**src/rtl/dmem_arbiter.sv**
```systemverilog
// dmem_arbiter: shares DataMemory between CPU (port 0) and DMA (port 1), screening bad accesses.
// Define DMEM_ARB_RR_EN for round-robin tie-breaking; otherwise port 0 has fixed priority.
module dmem_arbiter #(
  parameter int DEPTH_WORDS = 64
) (
  input  logic        clk,
  input  logic        rst,
  input  logic        m0_req_valid,
  output logic        m0_req_ready,
  input  logic        m0_we,
  input  logic [31:0] m0_addr,
  input  logic [31:0] m0_wd,
  input  logic [2:0]  m0_funct3,
  output logic        m0_rsp_valid,
  output logic [31:0] m0_rsp_rdata,
  output logic        m0_rsp_err,
  input  logic        m1_req_valid,
  output logic        m1_req_ready,
  input  logic        m1_we,
  input  logic [31:0] m1_addr,
  input  logic [31:0] m1_wd,
  input  logic [2:0]  m1_funct3,
  output logic        m1_rsp_valid,
  output logic [31:0] m1_rsp_rdata,
  output logic        m1_rsp_err,
  output logic        mem_we,
  output logic [31:0] mem_addr,
  output logic [31:0] mem_wd,
  output logic [2:0]  mem_funct3,
  input  logic [31:0] mem_rdata
);
  typedef enum logic [1:0] {IDLE, ACCESS, RESP} state_t;
  state_t      r_state;
  logic        r_we, r_port, r_err;
  logic [31:0] r_addr, r_wd, r_rdata;
  logic [2:0]  r_f3;
  logic        w_open, w_gnt, w_hs, w_we, w_err, w_bad_f3, w_misal, w_resp;
  logic [31:0] w_addr, w_wd;
  logic [2:0]  w_f3;
`ifdef DMEM_ARB_RR_EN
  logic        r_last;
  assign w_gnt = (m0_req_valid & m1_req_valid) ? ~r_last : m1_req_valid;
`else
  assign w_gnt = ~m0_req_valid & m1_req_valid;
`endif
  // acceptance overlaps RESP, giving one access per two cycles
  assign w_open       = ~rst & (r_state != ACCESS);
  assign m0_req_ready = w_open & m0_req_valid & ~w_gnt;
  assign m1_req_ready = w_open & m1_req_valid & w_gnt;
  assign w_hs         = m0_req_ready | m1_req_ready;
  assign w_we         = w_gnt ? m1_we : m0_we;
  assign w_addr       = w_gnt ? m1_addr : m0_addr;
  assign w_wd         = w_gnt ? m1_wd : m0_wd;
  assign w_f3         = w_gnt ? m1_funct3 : m0_funct3;
  assign w_bad_f3     = w_we ? (w_f3 > 3'd2) : (w_f3 == 3'b011 || w_f3[2:1] == 2'b11);
  assign w_misal      = (w_f3[1:0] == 2'b01 && w_addr[0]) || (w_f3 == 3'b010 && w_addr[1:0] != 2'b00);
  assign w_err        = w_bad_f3 | w_misal | ({2'b00, w_addr[31:2]} >= 32'(DEPTH_WORDS));
  always_ff @(posedge clk or posedge rst) begin
    if (rst) begin
      r_state <= IDLE;
      r_we    <= 1'b0;
      r_port  <= 1'b0;
      r_err   <= 1'b0;
      r_addr  <= '0;
      r_wd    <= '0;
      r_f3    <= '0;
      r_rdata <= '0;
`ifdef DMEM_ARB_RR_EN
      r_last  <= 1'b1;
`endif
    end else begin
      r_state <= (r_state == ACCESS) ? RESP : (w_hs ? ACCESS : IDLE);
      if (w_hs) begin
        r_we   <= w_we;
        r_addr <= w_addr;
        r_wd   <= w_wd;
        r_f3   <= w_f3;
        r_port <= w_gnt;
        r_err  <= w_err;
`ifdef DMEM_ARB_RR_EN
        r_last <= w_gnt;
`endif
      end
      if (r_state == ACCESS)
        r_rdata <= (r_we | r_err) ? '0 : mem_rdata;
    end
  end
  // reset clears r_state asynchronously, so mem_we drops without waiting for an edge
  assign mem_we       = (r_state == ACCESS) & r_we & ~r_err;
  assign mem_addr     = r_addr;
  assign mem_wd       = r_wd;
  assign mem_funct3   = r_f3;
  assign w_resp       = (r_state == RESP);
  assign m0_rsp_valid = w_resp & ~r_port;
  assign m1_rsp_valid = w_resp & r_port;
  assign m0_rsp_rdata = m0_rsp_valid ? r_rdata : '0;
  assign m1_rsp_rdata = m1_rsp_valid ? r_rdata : '0;
  assign m0_rsp_err   = m0_rsp_valid & r_err;
  assign m1_rsp_err   = m1_rsp_valid & r_err;
endmodule

```
**config.mk**
```make
export PLATFORM = sky130hd
export DESIGN_NAME = dmem_arbiter
export DESIGN_NICKNAME = d
export VERILOG_FILES = /design/src/rtl/dmem_arbiter.sv
export SDC_FILE = /design/constraint.sdc
export NUM_CORES = 1
export LEC_CHECK = 0
export ABC_AREA = 1
export CAP_MARGIN = 10
export CORE_ASPECT_RATIO = 1.75
export CORE_MARGIN = 4
export CORE_UTILIZATION = 38
export CTS_BUF_LIST = sky130_fd_sc_hd__clkbuf_16
export CTS_CLUSTER_DIAMETER = 40
export DETAILED_ROUTE_END_ITERATION = 7
export GPL_ROUTABILITY_DRIVEN = 1
export PLACE_DENSITY_LB_ADDON = 0.08
export SLEW_MARGIN = 20
export SYNTH_ARGS = -nofsm -noshare
export SYNTH_HDL_FRONTEND = slang
export SYNTH_SLANG_ARGS = --single-unit
```
**constraint.sdc**
```tcl
create_clock -name clk -period 3.8 [get_ports clk]
set_clock_uncertainty 0.2 [all_clocks]
set_input_delay 0.38 -clock clk [delete_from_list [all_inputs] [get_ports clk]]
set_output_delay 0.38 -clock clk [all_outputs]
set_load 0.02 [all_outputs]
```
==> impl_metrics.toml, run 1 <==
[status]
status = "finished, final reports clean"

[clock_tree]
path_clk_slew_ns = 0.07
ctsHtreeMaxLevel = 3
cts_buffer_depth = 2
cts_repair_resize_count = 0
holdBufCountCts = 0
cts_tree = "done"
insertion_delay_ns = 0.34
cts_sinks = 104
numCtsBuffers = 9
clockRootBuffer = "clkbuf_16"
cts_setup_buffers = 0

[grt]
grt_pass1_vias = 5551
grt_pass1_wl_mm = 27.47
grt_overflow_total = 0
antenna_found_initial = 0
grt_usage_pct = 22.99
grt_max_degree = 84

[yosys]
syn_inst = 667
yosysWarnings = 0
syn-num-nets = 839
avgSynthCellArea_sq_um = 7.608
synth.cell_area_sq_um = 5075
seq_area_frac_synth_pct = 51.28
synth_cell_types = 21
ys_ff_latch = 104

[power_and_ir_drop]
ir_drop_uv = 245.1
leakage_nw = 3.664
power_density_nw_per_um2 = 390.3

[critical_path]
crit_required_ns = 3.22
critPathLaunchType = "flop"
end_kind = "primary output"
crit_type = "flop to primary output"
worstPathArrival_ns = 2.44
worstPathMaxFanout = 33

[finish]
fin_nets = 1126
fin_area_sq_um = 8544
areaGrowthSynthToFinish_pct = 68.37
fin_cells = 1130
drive_above_1_share_pct = 3.236

[floorplan]
die_height_microns = 160.9
initial_utilization_pct = 39.02
pin_count = 310
num_rows = 55
coreArea_sq_um = 13010
die_w_microns = 95.36
fp.dieArea_sq_um = 15340

[timing]
tightestPinTransition_ns = 1.008
finalHoldViolCount = 0
period_minus_slack_ns = 3.016
fin_crit_sh_pct = 79.38
setup_ws_ns = 0.7837
fin_tns_setup_ns = 0
rsz0062_at_grt = "no"
finalMaxSlewViolations = 0
finalSetupViolCount = 0
fmax_mhz = 331.5
maxSlewHeadroom_pct = 32.73

[drt]
via_per_inst = 4.886
num_vias = 5521
drt-initial-drc-count = 248
post_drt_wl_per_cell_microns = 15.82
ant_nets = 0
dr.pass1.iters = 5
drc_errors = 0
routed_wl_mm = 17.88

[placement]
dpl_cell_area_sq_um = 8252
io_buffer_count = 309
placed_cells = 1114
place_ws_ns = 0.9277
gp_congestion = 0.8505
dp_hpwl_mm = 13.89

[flow_run]
maxCapViolCount = 0

[min_path]
hold_class = "flop to flop"
state kept, by name, indices dropped and copies added (netlist names):
signal	count
r_err	1
r_state	2
mem_funct3	3
mem_wd	32
mem_addr	32
r_port	1
r_we	1
r_rdata	32
synthesized netlist by cell type (all sizes together):
| library cell | instances | area (sq um) |
|---|---|---|
| buf | 28 | 173.9 |
| a31oi | 65 | 406.6 |
| nand3 | 16 | 80.08 |
| nor3 | 2 | 10.01 |
| o22ai | 32 | 200.2 |
| nand3b | 1 | 7.510 |
| nor4 | 1 | 6.260 |
| nand2 | 168 | 633.1 |
| dfrtp | 104 | 2603 |
| o21ai | 5 | 25.02 |
| clkbuf | 13 | 48.80 |
| inv | 79 | 296.5 |
| nor2 | 153 | 584.3 |
layout by cell type (no fill, tap or decap):
master	Yosys	layout
nand3b_1	1	1
clkinvlp_4	0	2
inv_1	76	76
bufinv_16	0	1
o21ai_0	2	2
o21ai_1	3	3
nand3_1	16	15
diode_2	0	1
nor2_4	1	2
inv_6	0	1
clkinv_2	0	1
clkdlybuf4s50_1	0	309
nor3_1	2	2
nand2_1	167	166
nand2_4	0	1
buf_12	0	1
clkinv_4	0	1
clkbuf_16	0	9
nand3_2	0	1
o22ai_1	32	32
nand2_2	1	1
a31oi_1	65	65
inv_2	3	3
nor2_1	151	151
dfrtp_1	104	104
buf_4	6	7
nor4_1	1	1
worst paths after layout:
path	startpoint	endpoint	slack (ns)	cells past startpoint
hold reg to reg	mem_addr[0]	mem_addr[0]	0.30	2
min in group asynchronous	rst	r_rdata[22]	0.38	2
setup / recovery	r_state[1]	m1_rsp_rdata[30]	0.78	5
hold / removal	mem_addr[0]	mem_addr[0]	0.30	2
max in group asynchronous	rst	mem_wd[27]	2.20	3
setup reg to reg	r_state[1]	mem_wd[20]	1.69	7
cell type report:
class                   count  area (sq um)
clock buffers               9         225.2
multi-input cells         443          1971
fillers                  1079          4462
repair buffers            317          3166
flip-flops and latches    104          2603
diodes                      1         2.502
well taps                 171         214.0
clock inverters             6         62.56
inverters                  79         301.5
worst max-delay path, cell delays in order, from the launching register on:
cell	delay, ns
dfrtp_1	0.40
inv_1	0.07
nor3_1	0.22
inv_1	0.47
nor2_1	0.27
clkdlybuf4s50_1	0.66
report_power, final:
part / switching, mW / internal, mW / total, mW / leakage [nW]
registers: 0.0873 / 1.26 / 1.35 / 1.26
clock network: 0.406 / 0.505 / 0.911 / 0.139
logic: 0.544 / 0.531 / 1.08 / 2.27
cell families (layout without fill, tap and decap cells):
kind of cell / after synthesis / count (layout) / share of synthesized area [%]
buffers and inverters: 120 / 411 / 10.23
DFF: 104 / 104 / 51.28
AOI/OAI and AO/OA: 102 / 102 / 12.45
and+or+nand+nor: 341 / 341 / 26.04
other: 0 / 1 / 0
metal layers:
layer,vias up,track usage (%),routed length (microns)
met3,47,5.389,1607
li1,2700,-,-
met4,0,12.29,760
met1,2530,24.86,6151
met5,-,0,0
met2,244,40.29,9355
metrics by stage:
stage | util [%] | hold slack [ns] | power, mW
after global placement | 63.41 | 0.2834 | 2.431
after floorplan | - | 0.3043 | 1.859
after detailed placement | 63.44 | 0.2871 | 2.451
after CTS | 65.66 | 0.3034 | 3.369
final | 65.70 | 0.2977 | 3.335
after global routing | 65.68 | 0.3351 | 3.502
No activity file was read; power rests on OpenSTA's default activity.
==> run 2, diff against run 1 <==
--- a/config.mk
+++ b/config.mk
@@ -9,7 +9,7 @@
 export CAP_MARGIN = 10
 export CORE_ASPECT_RATIO = 1.75
 export CORE_MARGIN = 4
-export CORE_UTILIZATION = 38
+export CORE_UTILIZATION = 34
 export CTS_BUF_LIST = sky130_fd_sc_hd__clkbuf_16
 export CTS_CLUSTER_DIAMETER = 40
 export DETAILED_ROUTE_END_ITERATION = 7
==> constraint.sdc (replaced) <==
create_clock -name clk -period 2.5 [get_ports clk]
set_clock_uncertainty 0.2 [all_clocks]
set_input_delay 0.25 -clock clk [delete_from_list [all_inputs] [get_ports clk]]
set_output_delay 0.25 -clock clk [all_outputs]
set_load 0.02 [all_outputs]
==> impl_metrics.toml, run 2 (same netlist as run 1, synthesis figures left out) <==
[drt]
via_per_inst = 4.841
routed_wl_mm = 18.56
ant_nets = 0
num_vias = 5553
dr.pass1.iters = 5
post_drt_wl_per_cell_microns = 16.18
drc_errors = 0
drt-initial-drc-count = 177

[critical_path]
worstPathArrival_ns = 1.90
worstPathMaxFanout = 4
crit_type = "primary input to primary output"
r2r_slack_ns = 0.71
critPathLaunchType = "primary input"
crit_required_ns = 2.05
end_kind = "primary output"

[finish]
areaGrowthSynthToFinish_pct = 70.04
utilization_pct = 59.46
n_fill_cell = 1314
mostFrequentLayoutCell = "clkdlybuf4s50_1"
layout_common_cells = "clkdlybuf4s50_1, nand2_1, nor2_1, dfrtp_1, inv_1"
n_antenna_cell = 0
drive_above_1_share_pct = 4.033
fin_nets = 1135

[timing]
maxSlewHeadroom_pct = 52.75
rsz0062_at_grt = "no"
finalSetupViolCount = 0
tightestPinTransition_ns = 0.7073
whs_ns = 0.2301
fin_crit_sh_pct = 93.94
period_minus_slack_ns = 2.349
finalHoldViolCount = 0
fin_tns_setup_ns = 0
fmax_mhz = 425.8
finalMaxSlewViolations = 0
setup_ws_ns = 0.1514

[clock_tree]
clockRootBuffer = "clkbuf_16"
cts_sinks = 104
insertion_delay_ns = 0.33
ctsHtreeMaxLevel = 3
path_clk_slew_ns = 0.07
cts_buffer_depth = 2
cts_tree = "done"
numCtsBuffers = 9

[placement]
dp_hpwl_mm = 14.59
gp_congestion = 0.8661
io_buffer_count = 309
place_ws_ns = 0.1492

[floorplan]
fp.dieArea_sq_um = 17020
coreArea_sq_um = 14510
initial_utilization_pct = 34.97
die_height_microns = 169.6
num_rows = 58
die_w_microns = 100.4
pin_count = 310

[grt]
grt_usage_pct = 21.57
grt_overflow_total = 0
grt_pass1_vias = 5705
antenna_found_initial = 0
grt_pass1_wl_mm = 29.07
grt_max_degree = 49

[power_and_ir_drop]
leakage_nw = 4.062
ir_drop_uv = 323.5
power_density_nw_per_um2 = 605.0

[min_path]
hold_class = "primary input to async pin"

[status]
status = "finished, final reports clean"

[flow_run]
maxCapViolCount = 0
[run 2: cell types whose count changed in the layout (fill, tap and decap cells not counted), sizes merged]
cell and delta:
diode -1, clkinv -1, buf +9, bufinv +1
dlygate4sd2 +66, clkdlybuf4s50 -66
[run 2: per-stage QoR]
stage | power (mW) | cells | cell area [sq um]
6_report | 5.221 | 1147 | 8630
5_1_grt | 5.485 | 1147 | 8630
4_1_cts | 5.290 | 1147 | 8630
3_5_place_dp | 3.783 | 1132 | 8402
3_3_place_gp | 3.751 | 1132 | 8402
2_1_floorplan | 2.826 | 667 | 5079
[run 2: where the power goes]
group | leakage (nW) | switching (mW) | internal [mW]
clock network | 0.153 | 0.619 | 0.871
logic | 2.65 | 0.848 | 0.831
registers | 1.26 | 0.135 | 1.92
[run 2: worst paths after layout]
check                                   start             to  depth (start not counted)
max in group asynchronous                 rst         r_port                          3
worst max register to register     r_state[0]   mem_addr[11]                          8
worst max-delay path             m1_req_valid   m1_req_ready                          6
min in group clk                mem_rdata[20]    r_rdata[20]                          3
worst min register to register  mem_funct3[1]  mem_funct3[1]                          2
worst min-delay path                      rst    r_rdata[18]                          2
[run 2: area by class of cell]
cell class              instances  area [sq um]  share of cell area, %
repair buffers                326          3226                  37.38
clock inverters                 6         85.08                 0.9859
well taps                     180         225.2                  2.610
multi-input cells             443          1966                  22.78
clock buffers                   9         225.2                  2.610
inverters                      79         300.3                  3.480
flip-flops and latches        104          2603                  30.16
[run 2: critical path: stages]
cell and delay [ns]:
clkdlybuf4s50_1 0.61, inv_2 0.08, nor2_4 0.14, nand2_1 0.14, inv_1 0.08, clkdlybuf4s50_1 0.60
[run 2: metal layers]
metal  GRT usage (%)  part of all wire, %  vias up  wire length, microns
met5               0                    0        -                     0
met4           8.974                  3.2        0                   588
met3           5.430                  7.8       38                  1451
met2           38.27                   52      233                  9615
met1           24.23                   37     2574                  6904
li1                -                    -     2708                     -
[run 2: repair_timing]
action / CTS / global route
setup buffers: 0 / 0
hold buffers: 0 / 0
resized for setup: 66 / 0
endpoints found under the setup margin: 66 / 0
==> run 3, diff against run 2 <==
--- a/config.mk
+++ b/config.mk
@@ -7,7 +7,6 @@
 export LEC_CHECK = 0
 export ABC_AREA = 1
 export CAP_MARGIN = 10
-export CORE_ASPECT_RATIO = 1.75
 export CORE_MARGIN = 4
 export CORE_UTILIZATION = 34
 export CTS_BUF_LIST = sky130_fd_sc_hd__clkbuf_16
==> impl_metrics.toml, run 3 (same netlist as run 1, synthesis figures left out) <==
[status]
status = "finished, final reports clean"

[finish]
mostFrequentLayoutCell = "clkdlybuf4s50_1"
n_antenna_cell = 0
areaGrowthSynthToFinish_pct = 68.98
fin_cells = 1152
fin_nets = 1137
drive_above_1_share_pct = 3.926
layout_common_cells = "clkdlybuf4s50_1, nand2_1, nor2_1, dfrtp_1, inv_1"

[timing]
finalMaxSlewViolations = 0
tightestPinTransition_ns = 0.4356
fmax_mhz = 428.6
fin_tns_setup_ns = 0
maxSlewHeadroom_pct = 70.90
setup_ws_ns = 0.1666
fin_crit_sh_pct = 93.34
finalSetupViolCount = 0
rsz0062_at_grt = "no"
finalHoldViolCount = 0
period_minus_slack_ns = 2.333

[grt]
grt_pass1_wl_mm = 26.88
grt_usage_pct = 20.50
grt_overflow_total = 0
antenna_found_initial = 0
gr-usage-met1_pct = 24.72
grt.met3_usage_pct = 5.731
grt_busiest_layer = "met2"
grt_pass1_vias = 4984
grt_use_met2_pct = 35.12
grt_max_degree = 58

[min_path]
hold_class = "primary input to async pin"

[clock_tree]
numCtsBuffers = 9
cts_setup_buffers = 0
cts_tree = "done"
cts_buffer_depth = 2
ctsHtreeMaxLevel = 3
holdBufCountCts = 0
cts_sinks = 104
insertion_delay_ns = 0.34
path_clk_slew_ns = 0.07
clockRootBuffer = "clkbuf_16"
cts_repair_resize_count = 63

[critical_path]
crit_type = "flop to primary output"
worstPathArrival_ns = 1.88
cp_cell_sequence = "inv_2, nor2_4, nor2_1, nand2_1, inv_1, clkdlybuf4s50_1"
critPathLaunchType = "flop"
slowest_stage = "clkdlybuf4s50_1"
end_kind = "primary output"
worstPathMaxFanout = 3
crit_required_ns = 2.05
slowest_delay_ns = 0.61

[placement]
gp_congestion = 0.7732
dp_hpwl_mm = 13.65
place_ws_ns = 0.2198
placed_cells = 1138
io_buffer_count = 309

[drt]
num_vias = 5227
drt-initial-drc-count = 263
dr.pass1.iters = 4
via_per_inst = 4.537
drc_errors = 0
routed_wl_mm = 17.67
ant_nets = 0
post_drt_wl_per_cell_microns = 15.34

[power_and_ir_drop]
leakage_nw = 4.085
ir_drop_uv = 307.8
totalPowerFinal_mw = 4.937
power_density_nw_per_um2 = 575.7

[floorplan]
die_w_microns = 130.2
die_height_microns = 130.2
coreArea_sq_um = 14590
num_rows = 44
initial_utilization_pct = 34.79
pin_count = 310
fp.dieArea_sq_um = 16940

[flow_run]
maxCapViolCount = 0
[run 3: metal layers]
layer / part of all wire (%) / wire (microns)
met1: 40 / 7073
met2: 50 / 8771
met3: 8.3 / 1470
met4: 2.0 / 357
met5: 0 / 0
[run 3: worst paths after layout]
| path | startpoint | to | slack [ns] | cells past startpoint |
|---|---|---|---|---|
| setup / recovery | r_state[0] | m0_req_ready | 0.17 | 6 |
| hold / removal | rst | mem_addr[26] | 0.09 | 2 |
| setup reg to reg | r_state[0] | mem_wd[26] | 0.66 | 8 |
| hold reg to reg | mem_funct3[1] | mem_funct3[1] | 0.30 | 2 |
| max in group asynchronous | rst | r_rdata[3] | 1.38 | 3 |
| min in group clk | mem_rdata[23] | r_rdata[23] | 0.25 | 3 |
[run 3: power by group]
group	internal (mW)	switching (mW)	total (mW)	leakage [nW]
Sequential	1.92	0.127	2.04	1.26
Clock	0.649	0.591	1.24	0.132
Combinational	0.827	0.827	1.65	2.70
[run 3: final cells by class]
cell class | count | area (sq um)
clock inverter | 5 | 20.02
inverter | 79 | 300.3
clock buffer | 9 | 225.2
multi-input combinational | 443 | 1971
sequential | 104 | 2603
fill | 1412 | 6013
timing repair buffer | 328 | 3227
tap | 184 | 230.2
[run 3: through the flow]
step,hold slack (ns),instance area (sq um),utilization [%]
2_1_floorplan,0.1920,5079,-
3_3_place_gp,0.2729,8397,57.56
3_5_place_dp,0.2815,8397,57.56
4_1_cts,0.08390,8563,58.70
5_1_grt,0.1063,8576,58.78
6_report,0.08894,8576,58.78
[run 3: worst max-delay path, delay by kind of cell (launching register included)]
family        cells  cell delay, ns
simple gates      3            0.28
buf+inv           3            0.84
flops             1            0.41
